File: src/rtl/up_frame_sequencer.sv
// up_frame_sequencer
// ------------------
// Frame-level controller for the up-sampling datapath.
//   - Starts a frame when PS sets UPSTAT.UPSTART (UPEND must be clear).
//   - Gates the AXI-Stream handshakes into and out of the core so that exactly
//     IN_BEATS input beats and OUT_BEATS output beats pass per frame.
//   - At end of frame, writes UPSTAT = {UPEND=1, UPSTART=0} over the register
//     file PL write port. Then it waits for PS to clear UPEND.
// Data buses do not pass through this block. Only valid/ready/last do.
//
// Ports
//   clk, rst                  clock and synchronous active-high reset
//   crf_ac_UPSTART/UPEND      UPSTAT[0]/UPSTAT[1] from the register file
//   crf_ac_wbusy              PL write port busy (a PS write has priority)
//   ac_crf_wrt/waddr/wdata    PL write request towards the register file
//   ac_crf_processing         high while a frame is running
//   s_axis_tvalid/tready      upstream input handshake (gated)
//   core_i_tvalid/tready      core input handshake
//   core_o_tvalid/tready      core output handshake
//   m_axis_tvalid/tready      downstream output handshake (gated)
//   m_axis_tlast              marks the last output beat of the frame
module up_frame_sequencer #(
  parameter int CRF_ADDR_WIDTH = 32,
  parameter int CRF_DATA_WIDTH = 32,
  parameter int CNT_WIDTH      = 32,
  parameter int IN_BEATS       = 518400,
  parameter int OUT_BEATS      = 8294400,
  parameter logic [CRF_ADDR_WIDTH-1:0] UPSTAT_ADDR = '0
) (
  input  logic                      clk,
  input  logic                      rst,
  input  logic                      crf_ac_UPSTART,
  input  logic                      crf_ac_UPEND,
  input  logic                      crf_ac_wbusy,
  output logic                      ac_crf_wrt,
  output logic [CRF_ADDR_WIDTH-1:0] ac_crf_waddr,
  output logic [CRF_DATA_WIDTH-1:0] ac_crf_wdata,
  output logic                      ac_crf_processing,
  input  logic                      s_axis_tvalid,
  output logic                      s_axis_tready,
  output logic                      core_i_tvalid,
  input  logic                      core_i_tready,
  input  logic                      core_o_tvalid,
  output logic                      core_o_tready,
  output logic                      m_axis_tvalid,
  input  logic                      m_axis_tready,
  output logic                      m_axis_tlast
);

  localparam logic [1:0] S_IDLE    = 2'd0;
  localparam logic [1:0] S_RUN     = 2'd1;
  localparam logic [1:0] S_WREND   = 2'd2;
  localparam logic [1:0] S_WAITCLR = 2'd3;

  localparam logic [CNT_WIDTH-1:0] IN_LIM   = CNT_WIDTH'(IN_BEATS);
  localparam logic [CNT_WIDTH-1:0] OUT_LIM  = CNT_WIDTH'(OUT_BEATS);
  localparam logic [CNT_WIDTH-1:0] OUT_LAST = CNT_WIDTH'(OUT_BEATS - 1);

  // UPEND=1, UPSTART=0
  localparam logic [CRF_DATA_WIDTH-1:0] UPEND_WORD = CRF_DATA_WIDTH'(2);

  logic [1:0]           r_state;
  logic [CNT_WIDTH-1:0] r_in_cnt;
  logic [CNT_WIDTH-1:0] r_out_cnt;

  logic w_run;
  logic w_in_open;
  logic w_out_open;
  logic w_in_fire;
  logic w_out_fire;
  logic w_done;

  assign w_run      = (r_state == S_RUN);
  assign w_in_open  = w_run && (r_in_cnt < IN_LIM);
  assign w_out_open = w_run && (r_out_cnt < OUT_LIM);

  // Zero-latency gates. A closed gate forces both valid and ready low.
  // So no beat can slip through once a counter has reached its limit.
  assign core_i_tvalid = s_axis_tvalid & w_in_open;
  assign s_axis_tready = core_i_tready & w_in_open;
  assign m_axis_tvalid = core_o_tvalid & w_out_open;
  assign core_o_tready = m_axis_tready & w_out_open;
  assign m_axis_tlast  = m_axis_tvalid & (r_out_cnt == OUT_LAST);

  assign w_in_fire  = s_axis_tvalid & s_axis_tready;
  assign w_out_fire = m_axis_tvalid & m_axis_tready;

  // Completion is judged on the registered counts. The frame therefore
  // stays in RUN for one cycle after the final beat.
  assign w_done = (r_in_cnt == IN_LIM) && (r_out_cnt == OUT_LIM);

  assign ac_crf_processing = w_run;
  assign ac_crf_wrt        = (r_state == S_WREND);
  assign ac_crf_waddr      = UPSTAT_ADDR;
  // The data word is held at zero outside a write request.
  // This keeps every output except the address quiet after reset.
  assign ac_crf_wdata      = ac_crf_wrt ? UPEND_WORD : '0;

  always_ff @(posedge clk) begin
    if (rst) begin
      r_state   <= S_IDLE;
      r_in_cnt  <= '0;
      r_out_cnt <= '0;
    end else begin
      case (r_state)
        S_IDLE: begin
          if (crf_ac_UPSTART && !crf_ac_UPEND) begin
            r_state   <= S_RUN;
            r_in_cnt  <= '0;
            r_out_cnt <= '0;
          end
        end
        S_RUN: begin
          if (!crf_ac_UPSTART) begin
            // PS abort takes priority over a frame that just completed.
            r_state   <= S_IDLE;
            r_in_cnt  <= '0;
            r_out_cnt <= '0;
          end else begin
            if (w_done) begin
              r_state <= S_WREND;
            end
            // The limit checks are redundant with the gates. They keep the
            // counters from wrapping even if the gating is changed later.
            if (w_in_fire && (r_in_cnt != IN_LIM)) begin
              r_in_cnt <= r_in_cnt + 1'b1;
            end
            if (w_out_fire && (r_out_cnt != OUT_LIM)) begin
              r_out_cnt <= r_out_cnt + 1'b1;
            end
          end
        end
        S_WREND: begin
          // The request is held while the port is busy with a PS write.
          // It is accepted on the first non-busy edge.
          if (!crf_ac_wbusy) begin
            r_state <= S_WAITCLR;
          end
        end
        S_WAITCLR: begin
          if (!crf_ac_UPEND) begin
            r_state <= S_IDLE;
          end
        end
        default: begin
          r_state <= S_IDLE;
        end
      endcase
    end
  end

endmodule
File: config.mk
export PLATFORM = sky130hd
export DESIGN_NAME = up_frame_sequencer
export DESIGN_NICKNAME = d
export VERILOG_FILES = /design/src/rtl/up_frame_sequencer.sv
export SDC_FILE = /design/constraint.sdc
export NUM_CORES = 1
export LEC_CHECK = 0
export BUFFER_PORTS_ARGS = -buffer_cell sky130_fd_sc_hd__buf_2
export CAP_MARGIN = 20
export CORE_MARGIN = 1.5
export CORE_UTILIZATION = 47
export DETAILED_ROUTE_END_ITERATION = 8
export PLACE_DENSITY_LB_ADDON = 0.1
export RECOVER_POWER = 100
export SETUP_SLACK_MARGIN = 0.3
export SLEW_MARGIN = 20
export SYNTH_ARGS = -nofsm -noshare
export SYNTH_HDL_FRONTEND = slang
export SYNTH_SLANG_ARGS = --single-unit
File: constraint.sdc
create_clock -name clk -period 7.4 [get_ports clk]
set_clock_uncertainty 0.15 [all_clocks]
set_input_delay 0.74 -clock clk [delete_from_list [all_inputs] [get_ports clk]]
set_output_delay 0.74 -clock clk [all_outputs]
set_load 0.1 [all_outputs]
==> metrics.cfg, run 1 <==
[floorplanning]
die_w_um=93.3
io_pins=80
die_area_mm2=0.00871
num_rows=32
coreArea_mm2=0.00781
fp.dieH_um=93.3
initial_core_util_pct=49.1

[sta]
worst_slew_margin_rel_pct=-57.7
period_share_pct=57.8
worst_slack_ns=3.13
worstMarginPinSlew_ns=2.31
period_minus_slack_ns=4.27
fin_tns_setup_ns=0
setup_violations=0
rsz0062_at_grt=false
report.final.slew_viol_count=11
final_hold_viol_count=0
fmax_mhz=234

[clock_tree]
htree_num_levels=3
clkSinkCount=66
clock_path_buffers=2
clkTransAtPathRegs_ns=0.08
cts_setup_buffers=0
ctsRootBufferMaster=clkbuf_8
clk_latency_ns=0.35
ctsResizeCount=0
cts_buffers=9
cts_tree=done
cts_hold_buffers=0

[grt]
grt_usage_pct=21.0
grt_max_degree=34
overflow=0
grt_antenna_before_repair=0
grt_pass1_wl_um=14400
grt_pass1_vias=2977

[route]
detail_route.first_pass.iterations=4
drt_iter0_markers=210
drc_errors=0
totalWireLength_um=8640
vias=3258
wl_per_cell_um=14.8
vias_per_cell=5.58
ant_nets=0

[logic_synthesis]
synthFlopType=dfxtp_1
async_reset_ff_share_pct=0
synth_cells=475
syn-cell-area_mm2=0.00384
synth_common_cells=66 x dfxtp_1, 64 x buf_4, 39 x nand2_1
synth_seq_cells=66
yosysTopAreaCell=dfxtp_1
synthTopCellsByArea=dfxtp_1 34%, buf_4 13%, nand2_1 3.8%
seq_area_frac_synth_pct=34.4
synth_edf_count=0
yosysWarnings=0
post_synth.cell_area_avg_um2=8.08
synth.most_common_cell=dfxtp_1
synth_top_area_share_pct=34.4
synth_cell_type_count=59

[flow_run]
maxCapViolCount=1

[setup_path]
endpoint_kind=register
crit_path_start=r_in_cnt[19]
r2r_start=r_in_cnt[19]
worstPathArrival_ns=4.33
worstSetupStartpointType=register
criticalPathCategory=reg -> reg
crit_fanout=16
required_ns=7.46

[finish]
area_growth_pct=0.391
fin_cells=584
final_area_mm2=0.00385
diodes=0
nNetsFinal=490
drive_gt1_share_pct=6.64

[hold_path]
min_from=r_out_cnt[19]
hp-class=reg -> reg

[placement]
io_buffers=16
preCtsSetupSlack_ns=4.40
dpl.hpwl_um=5930
place_congestion=0.774
dp_cells=568
placedInstanceArea_mm2=0.00373

[run_status]
violations=capacitance limit, slew limit
status=complete, but fails checks

[pwr]
ir_drop_mv=0.135
p_per_area_mw_per_mm2=216
leakagePower_nw=1.51

cell families after synthesis:
group	count (synthesis)	share of synthesized area, %
adders and majority gates	4	1.30
muxes	3	0.783
DFF	66	34.4
buffers and inverters	107	16.8
other	1	0.0978
and+or+nand+nor	199	29.5
AOI/OAI and AO/OA	95	17.1
per-stage QoR:
step	hold WS, ns	power (mW)	util (%)
floorplan	0.280	0.570	-
global placement	0.297	0.560	47.8
detailed placement	0.298	0.560	47.8
CTS	0.317	0.839	50.1
global route	0.327	0.862	49.3
finish	0.316	0.831	49.3
flip-flops by register name, indices dropped and copies added, names as in the netlist, named ones only:
| name | count |
|---|---|
| r_out_cnt | 32 |
| r_state | 1 |
| r_in_cnt | 32 |
placed cells by master (no fill, tap or decap), types with 5 or more instances in the layout:
cell,n
a21oi_1,19
a31oi_1,18
and3_1,23
and4_1,6
buf_2,7
clkbuf_1,11
clkbuf_8,10
conb_1,63
dfxtp_1,66
inv_1,17
nand2_1,39
nand2b_1,5
nand3_1,23
nand4_1,16
nor2_1,24
nor3_1,9
nor4_1,14
o211ai_1,13
o21a_1,5
o21ai_0,8
or3_1,7
or4_1,8
path summary, 6_finish.rpt:
check	endpoint	slack, ns	depth (start not counted)
worst max register to register	r_in_cnt[13]	3.13	6
worst min-delay path	r_out_cnt[19]	0.32	2
worst max-delay path	r_in_cnt[13]	3.13	6
worst min register to register	r_out_cnt[19]	0.32	2
critical path: stages (launching register included):
cell and delay, ns:
dfxtp_1 0.32, nor4_1 0.26, nand4_1 0.22, a2111oi_0 1.89, clkbuf_1 0.62, nand2b_1 0.52
a31oi_1 0.15
report_power, final:
| group | leakage [nW] | internal, mW | switching, mW | total [mW] |
|---|---|---|---|---|
| clock network | 0.0882 | 0.131 | 0.150 | 0.281 |
| registers | 0.532 | 0.357 | 0.00259 | 0.359 |
| logic | 0.894 | 0.0114 | 0.179 | 0.191 |
| total | 1.51 | 0.499 | 0.332 | 0.831 |
layer usage:
layer,up-vias,share of wire (%),GRT usage (%)
met1,1544,48,28.1
met2,83,47,33.1
met4,0,1.2,7.20
li1,1623,-,-
met3,8,4.0,4.63
met5,-,0,0
layout make-up:
class	instances	area, µm²
Timing Repair Buffer	19	83.8
Inverter	17	63.8
Sequential cell	66	1320
Clock buffer	10	138
Clock inverter	6	42.5
Tap cell	102	128
Multi-Input combinational cell	364	2070
Fill cell	792	3960
Note: power is estimated with default switching activity, not from simulation.
==> inputs of run 2 (changes only) <==
Settings changed: ABC_AREA from default to 1.
Clock period 7.4 ns to 4.4 ns, I/O delays scaled along.
==> metrics.cfg, run 2 <==
[route]
wl_met2_um=4290
wl_met1_um=5230
totalWireLength_um=10200
detail_route.first_pass.iterations=5
ant_nets=0
wl_per_cell_um=11.0
vias=4419
vias_per_cell=4.80
drt_iter0_markers=221
drc_errors=0
met3WireLength_um=482
top_layer=met4

[setup_path]
endpoint_kind=output pin
slowest_stage=clkbuf_1
slowest_delay_ns=0.88
crit_buf_inv=1
required_ns=3.81
cp_common_cell=nand3_1
crit_fanout=5
critical_path.top_delay_family=simple AND/OR/NAND/NOR gates
worstSetupStartpointType=register
worstPathArrival_ns=2.86
criticalPathCategory=reg -> out
path_cells=ha_1 > nand3_1 > nor2_1 > nand3_1 > nor4_2 > clkbuf_1

[run_status]
status=complete, no violations

[floorplanning]
die_w_um=102
num_rows=36
fp.dieH_um=102
io_pins=80
coreArea_mm2=0.00968
initial_core_util_pct=47.8
die_area_mm2=0.0105

[clock_tree]
clk_latency_ns=0.35
clkSinkCount=66
cts_setup_buffers=0
clkTransAtPathRegs_ns=0.08
cts_hold_buffers=0
ctsResizeCount=0
cts_buffers=9
clock_path_buffers=2
ctsRootBufferMaster=clkbuf_8
cts_tree=done
htree_num_levels=3

[logic_synthesis]
post_synth.cell_area_avg_um2=5.92
synth_cell_type_count=33
synth.most_common_cell=nand2_1
synth_edf_count=0
synthTopCellsByArea=dfxtp_1 29%, nand2_1 16%, nor2_1 12%
syn-cell-area_mm2=0.00463
synth_common_cells=196 x nand2_1, 151 x nor2_1, 100 x nand3_1
synth_cells=782
yosysWarnings=0
async_reset_ff_share_pct=0
synth_top_area_share_pct=28.5
synthFlopType=dfxtp_1
synth_seq_cells=66
seq_area_frac_synth_pct=28.5
yosysTopAreaCell=dfxtp_1

[pwr]
p_per_area_mw_per_mm2=380
p_total_mw=1.81
switching_share_pct=41.1
power_frac_comb_pct=28.7
clkPwrFrac_pct=33.3
leakagePower_nw=2.08
ir_drop_mv=0.225
p_switching_mw=0.742
power_frac_seq_pct=38.0
p_int_mw=1.06

[sta]
worstMarginPinSlew_ns=1.17
final_hold_viol_count=0
fin_tns_setup_ns=0
report.final.slew_viol_count=0
fmax_mhz=290
period_minus_slack_ns=3.45
worst_slew_margin_rel_pct=22.3
setup_violations=0
rsz0062_at_grt=false
period_share_pct=78.3
holdWs_ns=0.279

[grt]
grt_usage_pct=20.6
grt_pass1_vias=3714
grt_antenna_before_repair=0
grt_pass1_wl_um=17200
overflow=0
grt_max_degree=64

[placement]
place_congestion=0.936
dp_cells=905
placedInstanceArea_mm2=0.00454
io_buffers=16
dpl.hpwl_um=7160

[finish]
nNetsFinal=796
final_common_cell=nand2_1
top_regs=r_in_cnt x32, r_out_cnt x32, r_state x1
diodes=0
final_area_mm2=0.00476
fin_cells=921
final_cell_mix=197 x nand2_1, 151 x nor2_1, 100 x nand3_1
drive_gt1_share_pct=5.84
area_growth_pct=2.70

[flow_run]
maxCapViolCount=0

[hold_path]
hp-class=reg -> reg

run 2: stage by stage:
step	utilization, %	worst slack [ns]
6_report	49.1	0.953
5_1_grt	49.1	0.732
4_1_cts	49.3	1.36
3_5_place_dp	46.9	1.67
3_3_place_gp	46.9	1.67
2_1_floorplan	-	0.679
run 2: cells by family after synthesis:
group / synth area share (%)
simple gates: 43.7
buf+inv: 19.6
flops: 28.5
compound gates: 6.45
fa+ha+maj: 1.08
xor+xnor: 0.567
other cells: 0.0809
run 2: final cells by class:
type	instances	area (µm²)
Multi-Input combinational cell	606	2640
Clock inverter	6	96.3
Inverter	81	309
Fill cell	1059	4930
Tap cell	133	166
Timing Repair Buffer	19	88.8
Clock buffer	10	138
Sequential cell	66	1320
run 2: worst paths after layout:
kind / from / to / slack, ns / cells past startpoint
hold reg to reg: r_out_cnt[31] / r_out_cnt[31] / 0.28 / 2
hold / removal: r_out_cnt[31] / r_out_cnt[31] / 0.28 / 2
setup reg to reg: register / r_out_cnt[12] / 1.25 / 7
setup / recovery: r_out_cnt[0] / m_axis_tlast / 0.95 / 6
run 2: worst reg2reg max path: stages, from the launching register on:
cell and delay [ns]:
dfxtp_1 0.43, inv_1 0.10, o21ai_0 0.14, clkinv_2 0.75, nand2_1 0.78, clkinv_2 0.44
nor2_1 0.20, nor2_1 0.06
run 2: per-layer routing:
metal  vias up  track usage (%)
li1       2322                -
met1      1941             30.0
met2       146             31.4
met3        10             2.46
met4         0             6.85
met5         -                0
run 2: power groups by stage:
| stage | Sequential [mW] | Combinational (mW) | Clock (mW) |
|---|---|---|---|
| 3_3_place_gp | 0.699 | 0.515 | 0 |
| 2_1_floorplan | 0.684 | 0.520 | 0 |
| 6_report | 0.686 | 0.518 | 0.602 |
| 5_1_grt | 0.694 | 0.568 | 0.646 |
| 4_1_cts | 0.685 | 0.521 | 0.618 |
| 3_5_place_dp | 0.699 | 0.520 | 0 |
==> inputs of run 3 (changes only) <==
Settings changed: ABC_AREA 1 to 0.
Clock period 4.4 ns to 2.83 ns, I/O delays scaled along.
==> metrics.cfg, run 3 (synthesis gave the netlist of run 1 again) <==
[pwr]
leakagePower_nw=1.63
p_total_mw=2.25
p_per_area_mw_per_mm2=548
ir_drop_mv=0.323

[grt]
grt_pass1_wl_um=14800
grt_usage_pct=21.7
grt_antenna_before_repair=0
overflow=0
grt_max_degree=26
grt_pass1_vias=3010

[route]
wl_per_cell_um=14.6
vias=3353
drc_errors=0
ant_nets=0
drt_iter0_markers=186
totalWireLength_um=8780
detail_route.first_pass.iterations=4
vias_per_cell=5.56

[finish]
final_area_mm2=0.00411
top_regs=r_in_cnt x32, r_out_cnt x32, r_state x1
area_growth_pct=7.11
final_common_cell=dfxtp_1
nNetsFinal=509
drive_gt1_share_pct=12.8
diodes=0
final_cell_mix=64 x dfxtp_1, 63 x conb_1, 39 x nand2_1

[clock_tree]
ctsRootBufferMaster=clkbuf_8
cts_tree=done
cts_buffers=9
clk_latency_ns=0.35
clkSinkCount=66
htree_num_levels=3
cts_hold_buffers=0
clock_path_buffers=2
clkTransAtPathRegs_ns=0.07

[sta]
fin_tns_setup_ns=0
fmax_mhz=377
holdWs_ns=0.113
final_hold_viol_count=0
worst_slack_ns=0.180
worstMarginPinSlew_ns=1.16
period_share_pct=93.6
worst_slew_margin_rel_pct=22.7
report.final.slew_viol_count=0
setup_violations=0
rsz0062_at_grt=true
period_minus_slack_ns=2.65

[setup_path]
r2r_end=r_out_cnt[10]
worstSetupStartpointType=register
required_ns=2.40
reg2regPathDepth=6
worstPathArrival_ns=2.22
criticalPathCategory=reg -> out
timing.reg2reg.setup_slack_ns=0.24
r2r_start=r_out_cnt[25]
endpoint_kind=output pin
crit_fanout=5

[floorplanning]
fp.dieH_um=93.3
initial_core_util_pct=49.1
die_area_mm2=0.00871
die_w_um=93.3
io_pins=80
num_rows=32
coreArea_mm2=0.00781

[run_status]
status=complete, no violations

[placement]
preCtsSetupSlack_ns=0.210
dpl.hpwl_um=6240
place_congestion=0.855
io_buffers=16
placedInstanceArea_mm2=0.00390

[hold_path]
min_from=crf_ac_UPEND
hold_end=r_state[0]
hp-class=in -> reg
holdPathStages=3

[flow_run]
maxCapViolCount=0

[run 3: cell count changes in the layout (fill, tap and decap cells not counted), sizes merged, moves of 23 or more]
cell   delta
and3     +23
inv      -65
nand2   -158
nand3    -78
nor2    -130
[run 3: final cells by class]
| cell class | count | area (µm²) |
|---|---|---|
| tap | 102 | 128 |
| multi-input combinational | 364 | 2150 |
| fill | 790 | 3700 |
| clock buffer | 10 | 128 |
| sequential | 66 | 1320 |
| timing repair buffer | 38 | 246 |
| clock inverter | 6 | 67.6 |
| inverter | 17 | 63.8 |
[run 3: worst max-delay path by stage]
| stage | start | to | slack, ns | cells past startpoint |
|---|---|---|---|---|
| 2_1_floorplan | r_state[0] | m_axis_tlast | -0.01 | 6 |
| 3_3_place_gp | r_out_cnt[0] | r_out_cnt[20] | 0.31 | 7 |
| 3_5_place_dp | r_out_cnt[1] | r_out_cnt[16] | 0.21 | 7 |
| 4_1_cts | r_out_cnt[1] | r_out_cnt[16] | 0.18 | 7 |
| 5_1_grt | r_out_cnt[25] | m_axis_tlast | 0.07 | 6 |
| 6_report | r_out_cnt[25] | core_o_tready | 0.18 | 6 |
[run 3: timing repair]
item	in CTS	in global routing
pin swaps	3	4
hold endpoints to repair	0	0
buffers inserted	1	2
resized for setup	8	8
setup endpoints to repair	12	21
[run 3: critical path, stage by stage (launching register included)]
cell       delay (ns)
dfxtp_1          0.31
or4_1            0.54
nand4bb_4        0.25
or2_4            0.28
buf_4            0.15
nor2_4           0.06
buf_4            0.29
[run 3: per-stage QoR]
stage               cells  utilization, %
floorplan             537               -
global placement      584            49.9
detailed placement    584            49.9
CTS                   601            52.9
global route          603            52.6
finish                603            52.6
[run 3: layer usage]
layer | up-vias | routed length [µm] | track usage [%] | part of all wire (%)
met3 | 10 | 451 | 5.53 | 5.1
li1 | 1659 | - | - | -
met5 | - | 0 | 0 | 0
met2 | 109 | 4050 | 34.2 | 46
met4 | 0 | 96 | 6.19 | 1.1
met1 | 1575 | 4180 | 29.1 | 48
[run 3: report_power, final]
| part | leakage [nW] | switching, mW | internal [mW] |
|---|---|---|---|
| Clock | 0.0925 | 0.379 | 0.408 |
| Combinational | 1.01 | 0.479 | 0.0470 |
| Sequential | 0.533 | 0.00714 | 0.934 |
